[src/rtl/serial_add_ctrl_if.sv]
// ---------------------------------------------------------------------------
// serial_add_ctrl_if
//   Request/response bundle between a requesting controller (master) and the
//   bit-serial adder sequencer (slave).
//   start  : request, only honoured while the sequencer is idle
//   a, b   : operands, captured on the accepted start edge
//   busy   : sequencer is stepping through bit-cycles
//   done   : one-cycle pulse, s/cout valid
//   s, cout: registered result, held until the next completion
// ---------------------------------------------------------------------------
interface serial_add_ctrl_if #(
    parameter int WIDTH = 8
);
    logic             start;
    logic [WIDTH-1:0] a;
    logic [WIDTH-1:0] b;
    logic             busy;
    logic             done;
    logic [WIDTH-1:0] s;
    logic             cout;

    modport master (
        output start, a, b,
        input  busy, done, s, cout
    );

    modport slave (
        input  start, a, b,
        output busy, done, s, cout
    );
endinterface

[src/rtl/serial_add_ctrl.sv]
// ---------------------------------------------------------------------------
// serial_add_ctrl
//   Bit-serial adder sequencer. One full-adder cell (two half adders and an
//   OR) is reused over WIDTH cycles to form {cout, s} = a + b.
//   clk_i   : rising-edge clock
//   rst_n_i : asynchronous active-low reset, clears every register
//   bus     : serial_add_ctrl_if slave side (start/a/b in, busy/done/s/cout out)
// ---------------------------------------------------------------------------

// Half-adder cell; two of these plus an OR make the shared full adder.
module serial_add_ha (
    input  logic a_i,
    input  logic b_i,
    output logic s_o,
    output logic c_o
);
    assign s_o = a_i ^ b_i;
    assign c_o = a_i & b_i;
endmodule

module serial_add_ctrl #(
    parameter int WIDTH = 8
) (
    input  logic               clk_i,
    input  logic               rst_n_i,
    serial_add_ctrl_if.slave   bus
);
    localparam int CW = $clog2(WIDTH);
    localparam logic [CW-1:0] CNT_LAST = CW'(WIDTH - 1);

    typedef enum logic [1:0] {
        IDLE = 2'd0,
        RUN  = 2'd1,
        FIN  = 2'd2
    } state_e;

    state_e           state_q, state_d;
    logic [WIDTH-1:0] sha_q, sha_d;
    logic [WIDTH-1:0] shb_q, shb_d;
    logic [WIDTH-1:0] shr_q, shr_d;
    logic             carry_q, carry_d;
    logic [CW-1:0]    cnt_q, cnt_d;
    logic [WIDTH-1:0] s_q, s_d;
    logic             cout_q, cout_d;

    // Shared full-adder cell on the LSBs of the operand shifters.
    logic s1, c1, sum_bit, c2, c_next;

    serial_add_ha u_ha0 (.a_i(sha_q[0]), .b_i(shb_q[0]), .s_o(s1),      .c_o(c1));
    serial_add_ha u_ha1 (.a_i(s1),       .b_i(carry_q),  .s_o(sum_bit), .c_o(c2));
    assign c_next = c1 | c2;

    // Result shifter with the current sum bit entering from the MSB side;
    // after WIDTH steps bit 0 of the sum has reached bit 0.
    logic [WIDTH-1:0] shr_next;
    assign shr_next = {sum_bit, shr_q[WIDTH-1:1]};

    always_ff @(posedge clk_i or negedge rst_n_i) begin
        if (!rst_n_i) begin
            state_q <= IDLE;
            sha_q   <= '0;
            shb_q   <= '0;
            shr_q   <= '0;
            carry_q <= 1'b0;
            cnt_q   <= '0;
            s_q     <= '0;
            cout_q  <= 1'b0;
        end else begin
            state_q <= state_d;
            sha_q   <= sha_d;
            shb_q   <= shb_d;
            shr_q   <= shr_d;
            carry_q <= carry_d;
            cnt_q   <= cnt_d;
            s_q     <= s_d;
            cout_q  <= cout_d;
        end
    end

    always_comb begin
        state_d = state_q;
        sha_d   = sha_q;
        shb_d   = shb_q;
        shr_d   = shr_q;
        carry_d = carry_q;
        cnt_d   = cnt_q;
        s_d     = s_q;
        cout_d  = cout_q;

        unique case (state_q)
            IDLE: begin
                if (bus.start) begin
                    sha_d   = bus.a;
                    shb_d   = bus.b;
                    carry_d = 1'b0;
                    cnt_d   = '0;
                    state_d = RUN;
                end
            end
            RUN: begin
                sha_d   = sha_q >> 1;
                shb_d   = shb_q >> 1;
                shr_d   = shr_next;
                carry_d = c_next;
                cnt_d   = cnt_q + CW'(1);
                if (cnt_q == CNT_LAST) begin
                    // Last bit-cycle: publish the full result including this bit.
                    s_d     = shr_next;
                    cout_d  = c_next;
                    cnt_d   = '0;
                    state_d = FIN;
                end
            end
            FIN: begin
                state_d = IDLE;
            end
            default: begin
                state_d = IDLE;
            end
        endcase
    end

    // Handshake decoded purely from registered state, so glitch-free and
    // mutually exclusive.
    assign bus.busy = (state_q == RUN);
    assign bus.done = (state_q == FIN);
    assign bus.s    = s_q;
    assign bus.cout = cout_q;
endmodule
[src/flat_wrapper.sv]
// flat-port wrapper written by rule: the top's interface ports become plain ports
module serial_add_ctrl_flat 
#(
    parameter int WIDTH = 8
)
  (clk_i, rst_n_i, bus_start, bus_a, bus_b, bus_busy, bus_done, bus_s, bus_cout);
  serial_add_ctrl_if #(.WIDTH(WIDTH)) bus_i ();
  input  logic clk_i;
  input  logic rst_n_i;
  input wire logic [$bits(bus_i.start)-1:0] bus_start;
  input wire logic [$bits(bus_i.a)-1:0] bus_a;
  input wire logic [$bits(bus_i.b)-1:0] bus_b;
  output wire logic [$bits(bus_i.busy)-1:0] bus_busy;
  output wire logic [$bits(bus_i.done)-1:0] bus_done;
  output wire logic [$bits(bus_i.s)-1:0] bus_s;
  output wire logic [$bits(bus_i.cout)-1:0] bus_cout;
  assign bus_i.start = bus_start;
  assign bus_i.a = bus_a;
  assign bus_i.b = bus_b;
  assign bus_busy = bus_i.busy;
  assign bus_done = bus_i.done;
  assign bus_s = bus_i.s;
  assign bus_cout = bus_i.cout;
  serial_add_ctrl #(.WIDTH(WIDTH)) u_core (.clk_i(clk_i), .rst_n_i(rst_n_i), .bus(bus_i));
endmodule
[config.mk]
export PLATFORM = sky130hd
export DESIGN_NAME = serial_add_ctrl_flat
export DESIGN_NICKNAME = d
export VERILOG_FILES = /design/src/rtl/serial_add_ctrl_if.sv /design/src/rtl/serial_add_ctrl.sv /design/src/flat_wrapper.sv
export SDC_FILE = /design/constraint.sdc
export NUM_CORES = 1
export LEC_CHECK = 0
export ABC_AREA = 1
export CORE_MARGIN = 2
export CORE_UTILIZATION = 26
export CTS_CLUSTER_SIZE = 30
export DETAILED_ROUTE_END_ITERATION = 16
export PLACE_DENSITY = 0.54
export REMOVE_ABC_BUFFERS = 1
export SLEW_MARGIN = 20
export SYNTH_ARGS = -nofsm -noshare
export SYNTH_HDL_FRONTEND = slang
export SYNTH_HIERARCHICAL = 1
export SYNTH_SLANG_ARGS = --single-unit
[constraint.sdc]
create_clock -name clk_i -period 2.27 [get_ports clk_i]
set_clock_uncertainty 0.05 [all_clocks]
set_input_delay 0.681 -clock clk_i [delete_from_list [all_inputs] [get_ports clk_i]]
set_output_delay 0.681 -clock clk_i [all_outputs]
set_load 0.01 [all_outputs]
==> impl_results.md <==
* Congestion Overflow GR at 0
* TritonCTS Buffers at 5
* Seq/Total Area, Yosys at 0.5205
* Worst R2R Setup Slack at 670 ps
* Starting Density at 0.2689
* Final WL at 3645 um
* Most common cell after layout, fill and taps aside: nand2_1
* Max frequency at 465.6 MHz
* Post-Route Utilization at 0.3444
* Share of layout cells above drive strength 1 at 0.1216
* Total track usage at 0.1078
* Post-layout nets at 277
* Final Cycle Share at 0.9461
* Hpwl dp at 2574 um
* CP Class: register to output pin
* Post-cts resize count at 0
* Max Cap Violations at 0
* Clock tree buffer depth at 2
* DR iter-0 viols at 86
* Vias in the first global route at 1408
* Fillers at 734
* # setup viols final at 0
* RSZ-0062 raised after global routing: no
* # clock sinks at 38
* Worst setup startpoint: u_core/state_q[0]
* Wire length per cell at 10.38 um
* Count of buffer and inverter cells on the critical path at 2
* Drt first pass iters at 4
* Worst path required time at 1540 ps
* Critical Path Start Type: register
* ANT cells at 0
* Syn avg cell area at 8.341 um2
* Worst Path Arrival at 1420 ps
* Power density over the cells at 1252 mW/mm2
* Worst-Margin Slew at 452.2 ps
* Most frequent cells in the layout: 71 x nand2_1, 39 x inv_1, 37 x dfrtp_1
* CTS tree: done
* Hold buffer count at CTS at 0
* CORE AREA at 0.006794 mm2
* Clock root buffer: clkbuf_8
* Post-DRT Antenna Nets at 0
* Pre-CTS WS at 333.2 ps
* Crit path max-delay cell type: clkdlybuf4s50_1
* R2R cell count at 7
* Worst-path clk slew at 70 ps
* IO Pins at 30
* Status: finished clean
* Kind of cell adding the most delay to the critical path: buffers and inverters
* Die height at 87.82 um
* Setup crit end kind: output pin
* Post-DP Area at 0.002241 mm2
* Warnings, synthesis at 6
* Final Power at 0.002930 W
* Synth cell types at 18
* #FFs+latches synth at 38
* Site Rows at 30
* Global-route wire length before repair at 6417 um
* Die ar. at 0.007712 mm2
* Port Buffers at 29
* Cell area after layout at 0.002340 mm2
* Post-CTS Setup Bufs at 0
* Via count at 1385
* Leak at 1.222 nW
* Hold WC Path Type: input pin to asynchronous set/reset pin
* Initial antenna violation count at 0
* Clk_lat worst skew at 290 ps
* Die width at 87.82 um
* Pins Over Slew Limit at 0
* DRC at 0
* Pin count of the biggest net entering global routing at 22
* Worst r2r src: u_core/state_q[1]
* Fin Setup TNS at 0 ps
* Gp weighted congestion at 0.7345
* R2r endpoint: u_core/sha_q[4]
* Crit-path max FO at 6
* CTS H-Tree Depth at 2
* Routed vias/inst at 3.946
* Post-synthesis cell count at 219
* Area growth, synth to finish at 28.08%
* Mapped Area at 0.001827 mm2
* Tmin final at 2148 ps
* Slew HR at 0.6985
* Max stage delay on crit path at 540 ps
* Endpoints failing hold at 0
* PnR worst setup slack at 122.3 ps
* Max IR drop VDD at 0.0003714 V
* Crit-path cells: inv_2 > nor2_4 > clkdlybuf4s50_1
## power by group
part,internal (W),switching [W],leakage (nW)
sequential,0.000989,0.000168,0.470
clock,0.000244,0.000238,0.0472
combinational,0.000579,0.000712,0.704
## cell families after synthesis
| logic type | Yosys count | synth area share |
|---|---|---|
| AO/OA/AOI/OAI | 21 | 0.07808 |
| adder cells (fa/ha/maj) | 4 | 0.02740 |
| buffers and inverters | 50 | 0.1260 |
| flip-flops | 38 | 0.5205 |
| AND/OR/NAND/NOR | 106 | 0.2479 |
## state kept, by name, summed over array words and instances (netlist names)
register,flops
u_core/carry_q,1
u_core/shr_q,7
u_core/state_q,2
u_core/cnt_q,3
u_core/bus.cout,1
u_core/bus.s,8
u_core/sha_q,8
u_core/shb_q,8
## layer usage
metal / GRT usage / vias up / share of wire
met5: 0 / - / 0
met1: 0.1450 / 626 / 0.50
met4: 0.02937 / 0 / 0.0096
li1: - / 736 / -
met2: 0.1694 / 19 / 0.46
met3: 0.03205 / 4 / 0.034
## worst register-to-register path, cell delays in order, from the launching register on
cell and delay (ps):
dfrtp_1 440, inv_2 80, buf_4 240, nand2_2 240, nand2_1 140, buf_4 210
nand3_1 90, nand2_1 70
## layout make-up
class                   count  area, um2  share of cell area
clock buffers               6      82.58             0.03529
clock inverters             2      12.51            0.005348
inverters                  41      153.9             0.06578
multi-input cells         131      645.6              0.2759
flip-flops and latches     38      952.2              0.4070
well taps                  96      120.1             0.05134
repair buffers             37      372.9              0.1594
## cell usage after synthesis
cell	number	share of area
buf_2	1	0.0027
buf_4	3	0.012
buf_6	4	0.025
clkbuf_1	1	0.0021
dfrtp_1	38	0.52
ha_1	4	0.027
inv_1	39	0.080
inv_2	2	0.0041
nand2_1	71	0.15
nand2_2	1	0.0034
nand2_4	1	0.0062
nand3_1	30	0.082
nor2_1	2	0.0041
nor2_4	1	0.0062
o21ai_0	4	0.011
o21ai_1	9	0.025
o21ai_2	7	0.034
o21ai_4	1	0.0089
## worst max-delay path by stage
stage,endpoint,slack (ps),cells after the start
2_1_floorplan,bus_busy,620,2
3_3_place_gp,bus_done,350,2
3_5_place_dp,bus_done,330,2
4_1_cts,bus_done,10,2
5_1_grt,bus_busy,50,3
6_report,bus_busy,120,3
## per-stage QoR
| stage | hold slack, ps | instances |
|---|---|---|
| 5_1_grt | 302.4 | 351 |
| 4_1_cts | 288.8 | 351 |
| 3_5_place_dp | 415.9 | 343 |
| 3_3_place_gp | 410.2 | 343 |
| 2_1_floorplan | 335.4 | 210 |
| 6_report | 282.2 | 351 |
Power figures use the tool's default switching activity.
